## config.mk

```make
export PLATFORM = sky130hd
export DESIGN_NAME = generic_fifo_sc_rd_flat
export DESIGN_NICKNAME = d
export VERILOG_FILES = /design/src/rtl/generic_fifo_sc_rd_if.sv /design/src/rtl/generic_skid2.sv /design/src/rtl/generic_fifo_sc_rd.sv /design/src/flat_wrapper.sv
export SDC_FILE = /design/constraint.sdc
export NUM_CORES = 1
export LEC_CHECK = 0
export ABC_CLOCK_PERIOD_IN_PS = 6800
export CORE_AREA = 2 2 53 60
export DETAILED_ROUTE_END_ITERATION = 16
export DIE_AREA = 0 0 55 62
export GPL_TIMING_DRIVEN = 1
export PLACE_DENSITY = 0.92
export SKIP_LAST_GASP = 1
export SYNTH_ARGS = -nofsm -noshare
export SYNTH_HDL_FRONTEND = slang
export SYNTH_SLANG_ARGS = --single-unit
```

## constraint.sdc

```tcl
create_clock -name clk -period 6.8 [get_ports clk]
set_clock_uncertainty 0.15 [all_clocks]
set_input_delay 1.7 -clock clk [delete_from_list [all_inputs] [get_ports clk]]
set_output_delay 1.7 -clock clk [all_outputs]
set_load 0.01 [all_outputs]
```

## src/rtl/generic_fifo_sc_rd_if.sv

```systemverilog
`default_nettype none
// ============================================================================
//  Module      : generic_fifo_sc_rd_if
//  Description : Bundles the FIFO read-port pins and the downstream
//                valid/ready stream of the read-side drain controller.
//                master : drain controller view (drives fifo_re and stream)
//                slave  : environment view (FIFO + downstream consumer)
//  Signals     : fifo_dout  FIFO read data, valid one cycle after fifo_re
//                fifo_empty FIFO empty flag
//                fifo_re    FIFO read strobe
//                out_data   stream data
//                out_valid  stream valid
//                out_ready  stream ready
//  Revision    : 1.0 - initial release
// ============================================================================
interface generic_fifo_sc_rd_if #(
    parameter int dw = 8
);
    logic [dw-1:0] fifo_dout;
    logic          fifo_empty;
    logic          fifo_re;
    logic [dw-1:0] out_data;
    logic          out_valid;
    logic          out_ready;

    modport master (
        input  fifo_dout,
        input  fifo_empty,
        input  out_ready,
        output fifo_re,
        output out_data,
        output out_valid
    );

    modport slave (
        output fifo_dout,
        output fifo_empty,
        output out_ready,
        input  fifo_re,
        input  out_data,
        input  out_valid
    );
endinterface
`default_nettype wire

```

## src/rtl/generic_skid2.sv

```systemverilog
`default_nettype none
// ============================================================================
//  Module      : generic_skid2
//  Description : 2-entry valid/ready skid buffer with synchronous flush.
//                Entries are held as head (oldest) and tail. A push and a pop
//                on the same edge shift first, then append.
//  Ports       : clk, rst (async, active-low), flush (sync clear),
//                in_valid/in_data (write side, caller guarantees room),
//                out_valid/out_data/out_ready (stream side),
//                count (current occupancy 0..2)
//  Revision    : 1.0 - initial release
// ============================================================================
module generic_skid2 #(
    parameter int dw = 8
) (
    input  logic          clk,
    input  logic          rst,
    input  logic          flush,
    input  logic          in_valid,
    input  logic [dw-1:0] in_data,
    output logic          out_valid,
    output logic [dw-1:0] out_data,
    input  logic          out_ready,
    output logic [1:0]    count
);

    logic [dw-1:0] head;
    logic [dw-1:0] tail;
    logic          pop;

    // Valid comes only from stored state, never from out_ready.
    assign out_valid = (count != 2'd0);
    assign out_data  = head;
    assign pop       = out_valid & out_ready;

    always_ff @(posedge clk or negedge rst) begin
        if (!rst) begin
            head  <= '0;
            tail  <= '0;
            count <= 2'd0;
        end else if (flush) begin
            count <= 2'd0;
        end else begin
            case ({in_valid, pop})
                2'b10: begin
                    if (count == 2'd0) begin
                        head <= in_data;
                    end else begin
                        tail <= in_data;
                    end
                    count <= count + 2'd1;
                end
                2'b01: begin
                    head  <= tail;
                    count <= count - 2'd1;
                end
                2'b11: begin
                    // Shift then append: with one entry the new word
                    // becomes the head, with two it goes behind the old tail.
                    if (count == 2'd1) begin
                        head <= in_data;
                    end else begin
                        head <= tail;
                        tail <= in_data;
                    end
                end
                default: ;
            endcase
        end
    end

endmodule
`default_nettype wire

```

## src/rtl/generic_fifo_sc_rd.sv

```systemverilog
`default_nettype none
// ============================================================================
//  Module      : generic_fifo_sc_rd
//  Description : Read-side drain controller for the single-clock generic
//                FIFO. Issues read strobes, absorbs the one-cycle RAM read
//                latency and presents data on a valid/ready stream through a
//                2-entry skid buffer at up to one word per cycle.
//  Ports       : clk       clock
//                rst       asynchronous reset, active-low
//                clr       synchronous flush (shared with the FIFO)
//                bus       FIFO read pins + output stream (master modport)
//                busy      skid non-empty or read in flight
//                drop_cnt  saturating count of in-flight words lost to clr
//  Revision    : 1.0 - initial release
// ============================================================================
module generic_fifo_sc_rd #(
    parameter int dw   = 8,
    parameter int SKID = 2
) (
    input  logic                    clk,
    input  logic                    rst,
    input  logic                    clr,
    generic_fifo_sc_rd_if.master    bus,
    output logic                    busy,
    output logic [7:0]              drop_cnt
);

    localparam logic [2:0] SKID_DEPTH = 3'd2;

    logic          pend;
    logic [1:0]    count;
    logic          skid_valid;
    logic [dw-1:0] skid_data;
    logic          pop;
    logic [2:0]    proj;
    logic          re;

    assign pop = skid_valid & bus.out_ready;

    // Occupancy one edge from now: stored words plus the word returning
    // from the RAM, minus the word leaving this cycle. Issuing only while
    // this is below the depth guarantees a slot for every returning word.
    assign proj = {1'b0, count} + {2'b00, pend} - {2'b00, pop};
    assign re   = rst & ~clr & ~bus.fifo_empty & (proj < SKID_DEPTH);

    assign bus.fifo_re   = re;
    assign bus.out_valid = skid_valid;
    assign bus.out_data  = skid_data;
    assign busy          = (count != 2'd0) | pend;

    always_ff @(posedge clk or negedge rst) begin
        if (!rst) begin
            pend     <= 1'b0;
            drop_cnt <= 8'd0;
        end else if (clr) begin
            pend <= 1'b0;
            if (pend && (drop_cnt != 8'hFF)) begin
                drop_cnt <= drop_cnt + 8'd1;
            end
        end else begin
            pend <= re;
        end
    end

    generic_skid2 #(
        .dw (dw)
    ) u_skid (
        .clk       (clk),
        .rst       (rst),
        .flush     (clr),
        .in_valid  (pend),
        .in_data   (bus.fifo_dout),
        .out_valid (skid_valid),
        .out_data  (skid_data),
        .out_ready (bus.out_ready),
        .count     (count)
    );

    a_skid_bound : assert property (@(posedge clk) disable iff (!rst)
        (count <= 2'(SKID)));

endmodule
`default_nettype wire

```

## src/flat_wrapper.sv

```systemverilog
// flat-port wrapper written by rule: the top's interface ports become plain ports
module generic_fifo_sc_rd_flat 
#(
    parameter int dw   = 8,
    parameter int SKID = 2
)
  (clk, rst, clr, busy, drop_cnt, bus_fifo_dout, bus_fifo_empty, bus_out_ready, bus_fifo_re, bus_out_data, bus_out_valid);
  generic_fifo_sc_rd_if #(.dw(dw)) bus_i ();
  input  logic clk;
  input  logic rst;
  input  logic clr;
  output logic busy;
  output logic [7:0] drop_cnt;
  input wire logic [$bits(bus_i.fifo_dout)-1:0] bus_fifo_dout;
  input wire logic [$bits(bus_i.fifo_empty)-1:0] bus_fifo_empty;
  input wire logic [$bits(bus_i.out_ready)-1:0] bus_out_ready;
  output wire logic [$bits(bus_i.fifo_re)-1:0] bus_fifo_re;
  output wire logic [$bits(bus_i.out_data)-1:0] bus_out_data;
  output wire logic [$bits(bus_i.out_valid)-1:0] bus_out_valid;
  assign bus_i.fifo_dout = bus_fifo_dout;
  assign bus_i.fifo_empty = bus_fifo_empty;
  assign bus_i.out_ready = bus_out_ready;
  assign bus_fifo_re = bus_i.fifo_re;
  assign bus_out_data = bus_i.out_data;
  assign bus_out_valid = bus_i.out_valid;
  generic_fifo_sc_rd #(.dw(dw), .SKID(SKID)) u_core (.clk(clk), .rst(rst), .clr(clr), .bus(bus_i), .busy(busy), .drop_cnt(drop_cnt));
endmodule
```

## Word-level counts from Yosys, hierarchy flattened

Cells that the tools add are included.

| word-level totals | value |
|---|---|
| register bits | 27 |
| logic and storage cells | 44 |
| input bits | 13 |
| output and inout bits | 19 |

| operators by class | value |
|---|---|
| reduce and logical (&&, ||, !) cells | 9 |
| magnitude comparators | 1 |
| equal/unequal tests | 8 |
| bitwise gates (word level) | 7 |
| muxes and demuxes | 9 |
| add/sub/neg operators | 5 |

Operator list:

| kind | number |
|---|---|
| two-way mux 8 bit | 4 |
| case mux 8 bit (3 select lines) | 1 |
| case mux 8 bit (2 select lines) | 1 |
| adder 8 x 1 -> 8 bit, second input constant | 1 |
| inequality test 8 bit, second input constant | 1 |
| inequality test 2 bit, second input constant | 3 |
| nonzero test 3 bit | 2 |
| bitwise AND 1 bit | 4 |
| equality test 2 x 1 -> 1 bit, second input constant | 2 |
| equality test 2 bit, second input constant | 2 |
| case mux 2 bit (2 select lines) | 1 |
| AND reduction 4 bit | 1 |
| nonzero test 2 bit | 2 |
| adder 2 x 1 -> 3 bit | 1 |
| less-than comparator 3 x 2 -> 1 bit, second input constant | 1 |
| AND reduction 3 bit | 1 |
| subtractor 3 x 1 -> 3 bit | 1 |
| adder 2 x 1 -> 2 bit, second input constant | 1 |
| zero test 2 bit | 1 |
| two-way mux 2 bit | 1 |
| NOT 1 bit | 2 |
| AND reduction 2 bit | 1 |
| subtractor 2 x 1 -> 2 bit, second input constant | 1 |
| logical AND 1 bit | 1 |
| 2 further kinds | 2 |

## Longest topological paths before layout

| logic depth | value |
|---|---|
| depth in word-level cells | 6 |
| depth in mapped cells | 10 |

## Modules after synthesis

Synthesis repeated with hierarchy kept, for this count alone.

| unflattened totals | value |
|---|---|
| cells, all modules | 122 |
| area, all modules | 1407.6 um2 |

By module, submodules not included:

| module | area an instance (um2) | cells an instance | seq. area each (um2) | instances |
|---|---|---|---|---|
| generic_skid2 | 897.1 | 76 | 450.4 | 1 |
| generic_fifo_sc_rd | 510.5 | 46 | 225.2 | 1 |

## Least setup slack after synthesis

OpenSTA, ideal clock, no wires.

| timing | value |
|---|---|
| kind | input port to output port |
| start point | in bus_out_ready |
| end point | out bus_fifo_re |
| data arrival time | 3.101 ns |
| setup slack | 1.849 ns |
| path buffers | 0 |
| stages | 6 |
| cell sequence | nor2b_1 ha_1 nand2b_1 fa_1 nand4bb_1 nor2_1 |

| between the ends | value |
|---|---|
| longest elaborated chain between the ends | 4 |

RTL lines:

| what | line | source |
|---|---|---|
| start, declared | flat_wrapper.sv:16 | `input wire logic [$bits(bus_i.out_ready)-1:0] bus_out_ready;` |
| bitwise AND 1 bit | generic_fifo_sc_rd.sv:38 | `assign pop = skid_valid & bus.out_ready;` |
| subtractor 3 x 1 -> 3 bit | generic_fifo_sc_rd.sv:43 | `assign proj = {1'b0, count} + {2'b00, pend} - {2'b00, pop};` |
| less-than comparator 3 x 2 -> 1 bit | generic_fifo_sc_rd.sv:44 | `assign re = rst & ~clr & ~bus.fifo_empty & (proj < SKID_DEPTH);` |
| bitwise AND 1 bit | generic_fifo_sc_rd.sv:44 |  |
| end, declared | flat_wrapper.sv:17 | `output wire logic [$bits(bus_i.fifo_re)-1:0] bus_fifo_re;` |

Every way passes these cells.

## Final worst setup path

Ends and elaborated chain as after synthesis.

==> impl_metrics.toml <==
[layout]
regArea_sq_um = 676
multiInputGateArea_sq_um = 729
drive_above_1_share = 0.122
n_antenna_cell = 0
postLayoutCoreUtil = 0.628
final_nets = 187
area_growth_pct = 23.3
fillers = 243
fin_area_sq_mm = 0.00181
final_cells = 198

[yosys]
dominantRegCellSynth = "dfrtp_1"
synthMuxAreaShare = 0.0867
synth_edf_count = 0
ys_seq_area_frac = 0.459
synth_common_cells = "dfrtp_1, a21oi_1, a31oi_1"
ys_seq_elements = 27
synthSimpleGateAreaFrac = 0.147
synth.distinct_cells = 35
yosysMostFrequentCell = "dfrtp_1"
yosys_warnings = 0
synth_cells = 135
synth_largest_area_cell = "dfrtp_1"
synth-compound-area-share = 0.151
syn_avg_cell_area_sq_um = 10.9
yosys.area.top_type_share = 0.459
async_flop_share = 1.00
synth_top_family_by_area = "compound AO/OA/AOI/OAI gates"
ys_top_cells_by_area = "dfrtp_1, ha_1, mux2_2"
synth_xor_area_frac = 0.0298
synth-adder-area-share = 0.0816
syn_area_sq_mm = 0.00147
synth_nets = 157

[place]
gp_congestion = 0.850
numPlacedInstances = 194
dp_hpwl_um = 2230
io_buffers = 31
dpl_cell_area_sq_mm = 0.00179
post-place-ws_ps = 782

[die]
core_area_sq_mm = 0.00289
chipHeight_um = 62
start_util = 0.509
fp-row-count = 21
ioPinCount = 32
dieArea_sq_mm = 0.00341
die_x_um = 55

[power]
combPwrFrac = 0.480
p_seq_frac = 0.414
p_per_area_mw_per_mm2 = 355
clockPowerShare = 0.106
power.leakage_uw = 0.000766
swShare = 0.361
internal_power_uw = 412
irDropWorstVdd_uv = 262
netSwitchingPower_uw = 233

[setup_path]
critPathMaxFanout = 4
reg2reg_to = "u_core.u_skid.tail[5]"
cp.required_ps = 4950
cp_num_buf_inv = 2
cp-start-kind = "primary input"
cpPeakStageDelay_ps = 550
crit_arrival_ps = 4140
reg2reg_from = "u_core.u_skid.count[1]"
r2r_slack_ps = 4260
cp_common_cell = "clkdlybuf4s50_1"
crit_chain = "clkdlybuf4s50_1 > nor2b_1 > ha_1 > nand2b_1 > fa_1 > nand4bb_1 > nor2_1 > clkdlybuf4s50_1"
worst_setup_path_end_kind = "primary output"
criticalPathCategory = "in -> out"
ff2ff_path_depth = 8
cp_top_family = "buffers and inverters"
cp_slowest_cell = "clkdlybuf4s50_1"

[timing]
setup_slack_ps = 806
rsz0062_at_grt = "no"
hold_violations = 0
slew_viol_final = 0
fmax_mhz = 167
timing.final.crit_share = 0.881
min_period_ps = 5990
setup_tns_ps = 0
worst_pin_slew_ps = 382
relSlewSlack = 0.745
setup_viol = 0

[worst_hold_path]
hp-start = "u_core.u_skid.tail[0]"
hold_class = "reg -> reg"
hold_path_depth = 1
min_to = "u_core.u_skid.tail[0]"

[clocking]
cts_resized = 0
post_cts_buffers = 0
hold_buffers = 0
cts.path.max_buffers = 2
clock_latency_ps = 320
cts.sinks = 27
tritoncts = "yes"
numCtsBuffers = 3
path_clk_slew_ps = 140
clockRootBuffer = "clkbuf_4"
cts_max_level = 1

[drt]
avgRoutedWirePerCell_um = 14.8
antenna_left = 0
first_iter_violations = 22
vias_per_cell = 5.82
drt_pass1_iterations = 4
drc_errors = 0
vias = 1153
finalWirelength_um = 2930

[global_route]
grt_pass1_vias = 1072
globalRouteTotalUtil = 0.194
grt_pass1_wl_um = 4770
grt_max_degree = 29
antenna_found_initial = 0
grt_overflow_total = 0

[status]
status = "completed"

[job]
drv_cap = 0
## registers in the layout, indices dropped and copies added (netlist names)
register and flops:
u_core.drop_cnt 8, u_core.pend 1, u_core.u_skid.count 2, u_core.u_skid.out_data 8, u_core.u_skid.tail 8
## cells in the final DEF, fill, tap and decap left out, drive strengths merged
master	instances
clkdlybuf4s50	31
dfrtp	27
a21oi	11
mux2	11
a31oi	10
o21ai	10
nand3	9
ha	8
inv	6
nor2	5
xnor2	4
nor2b	4
nand4	4
clkbuf	4
nand2	3
nand2b	3
and4	3
a211oi	2
o211ai	2
nand4bb	1
xor2	1
and2	1
or2b	1
o21a	1
fa	1
buf	1
## cell families after synthesis
| family | after synthesis |
|---|---|
| flip-flops | 27 |
| buffers and inverters | 13 |
| multiplexers | 11 |
| AND/OR/NAND/NOR | 34 |
| AO/OA/AOI/OAI | 36 |
| XOR/XNOR | 5 |
| adder cells (fa/ha/maj) | 9 |
## area by class of cell
| class | instances | share of cell area |
|---|---|---|
| inverter | 6 | 0.0124 |
| multi-input combinational | 95 | 0.402 |
| timing repair buffer | 32 | 0.175 |
| sequential | 27 | 0.372 |
| clock buffer | 4 | 0.0145 |
| tap | 34 | 0.0234 |
## power by group through the flow
stage / combinational, uW / sequential, uW / clock, uW
4_1_cts: 314 / 267 / 71.1
5_1_grt: 342 / 276 / 77.2
6_report: 310 / 267 / 68.3
3_3_place_gp: 296 / 266 / 0
3_5_place_dp: 312 / 270 / 0
2_1_floorplan: 167 / 278 / 0
## per-layer routing
| layer | track usage | vias up | part of all wire |
|---|---|---|---|
| met1 | 0.265 | 572 | 0.44 |
| li1 | - | 544 | - |
| met5 | 0 | - | 0 |
| met4 | 0.0836 | 0 | 0.015 |
| met3 | 0.0311 | 6 | 0.039 |
| met2 | 0.304 | 31 | 0.51 |
## how the worst max path moves through the flow
stage,from,cells after the start,slack (ps),to
after floorplan,bus_out_ready,6,1850,bus_fifo_re
after global placement,bus_out_ready,8,910,bus_fifo_re
after detailed placement,bus_out_ready,8,780,bus_fifo_re
after CTS,bus_out_ready,8,770,bus_fifo_re
after global routing,bus_out_ready,8,700,bus_fifo_re
final,bus_out_ready,8,810,bus_fifo_re
## stage by stage
stage,hold slack (ps),total power (uW)
2_1_floorplan,323,445
3_3_place_gp,331,562
3_5_place_dp,338,582
4_1_cts,372,652
5_1_grt,381,695
6_report,369,645
Power figures use the tool's default switching activity.
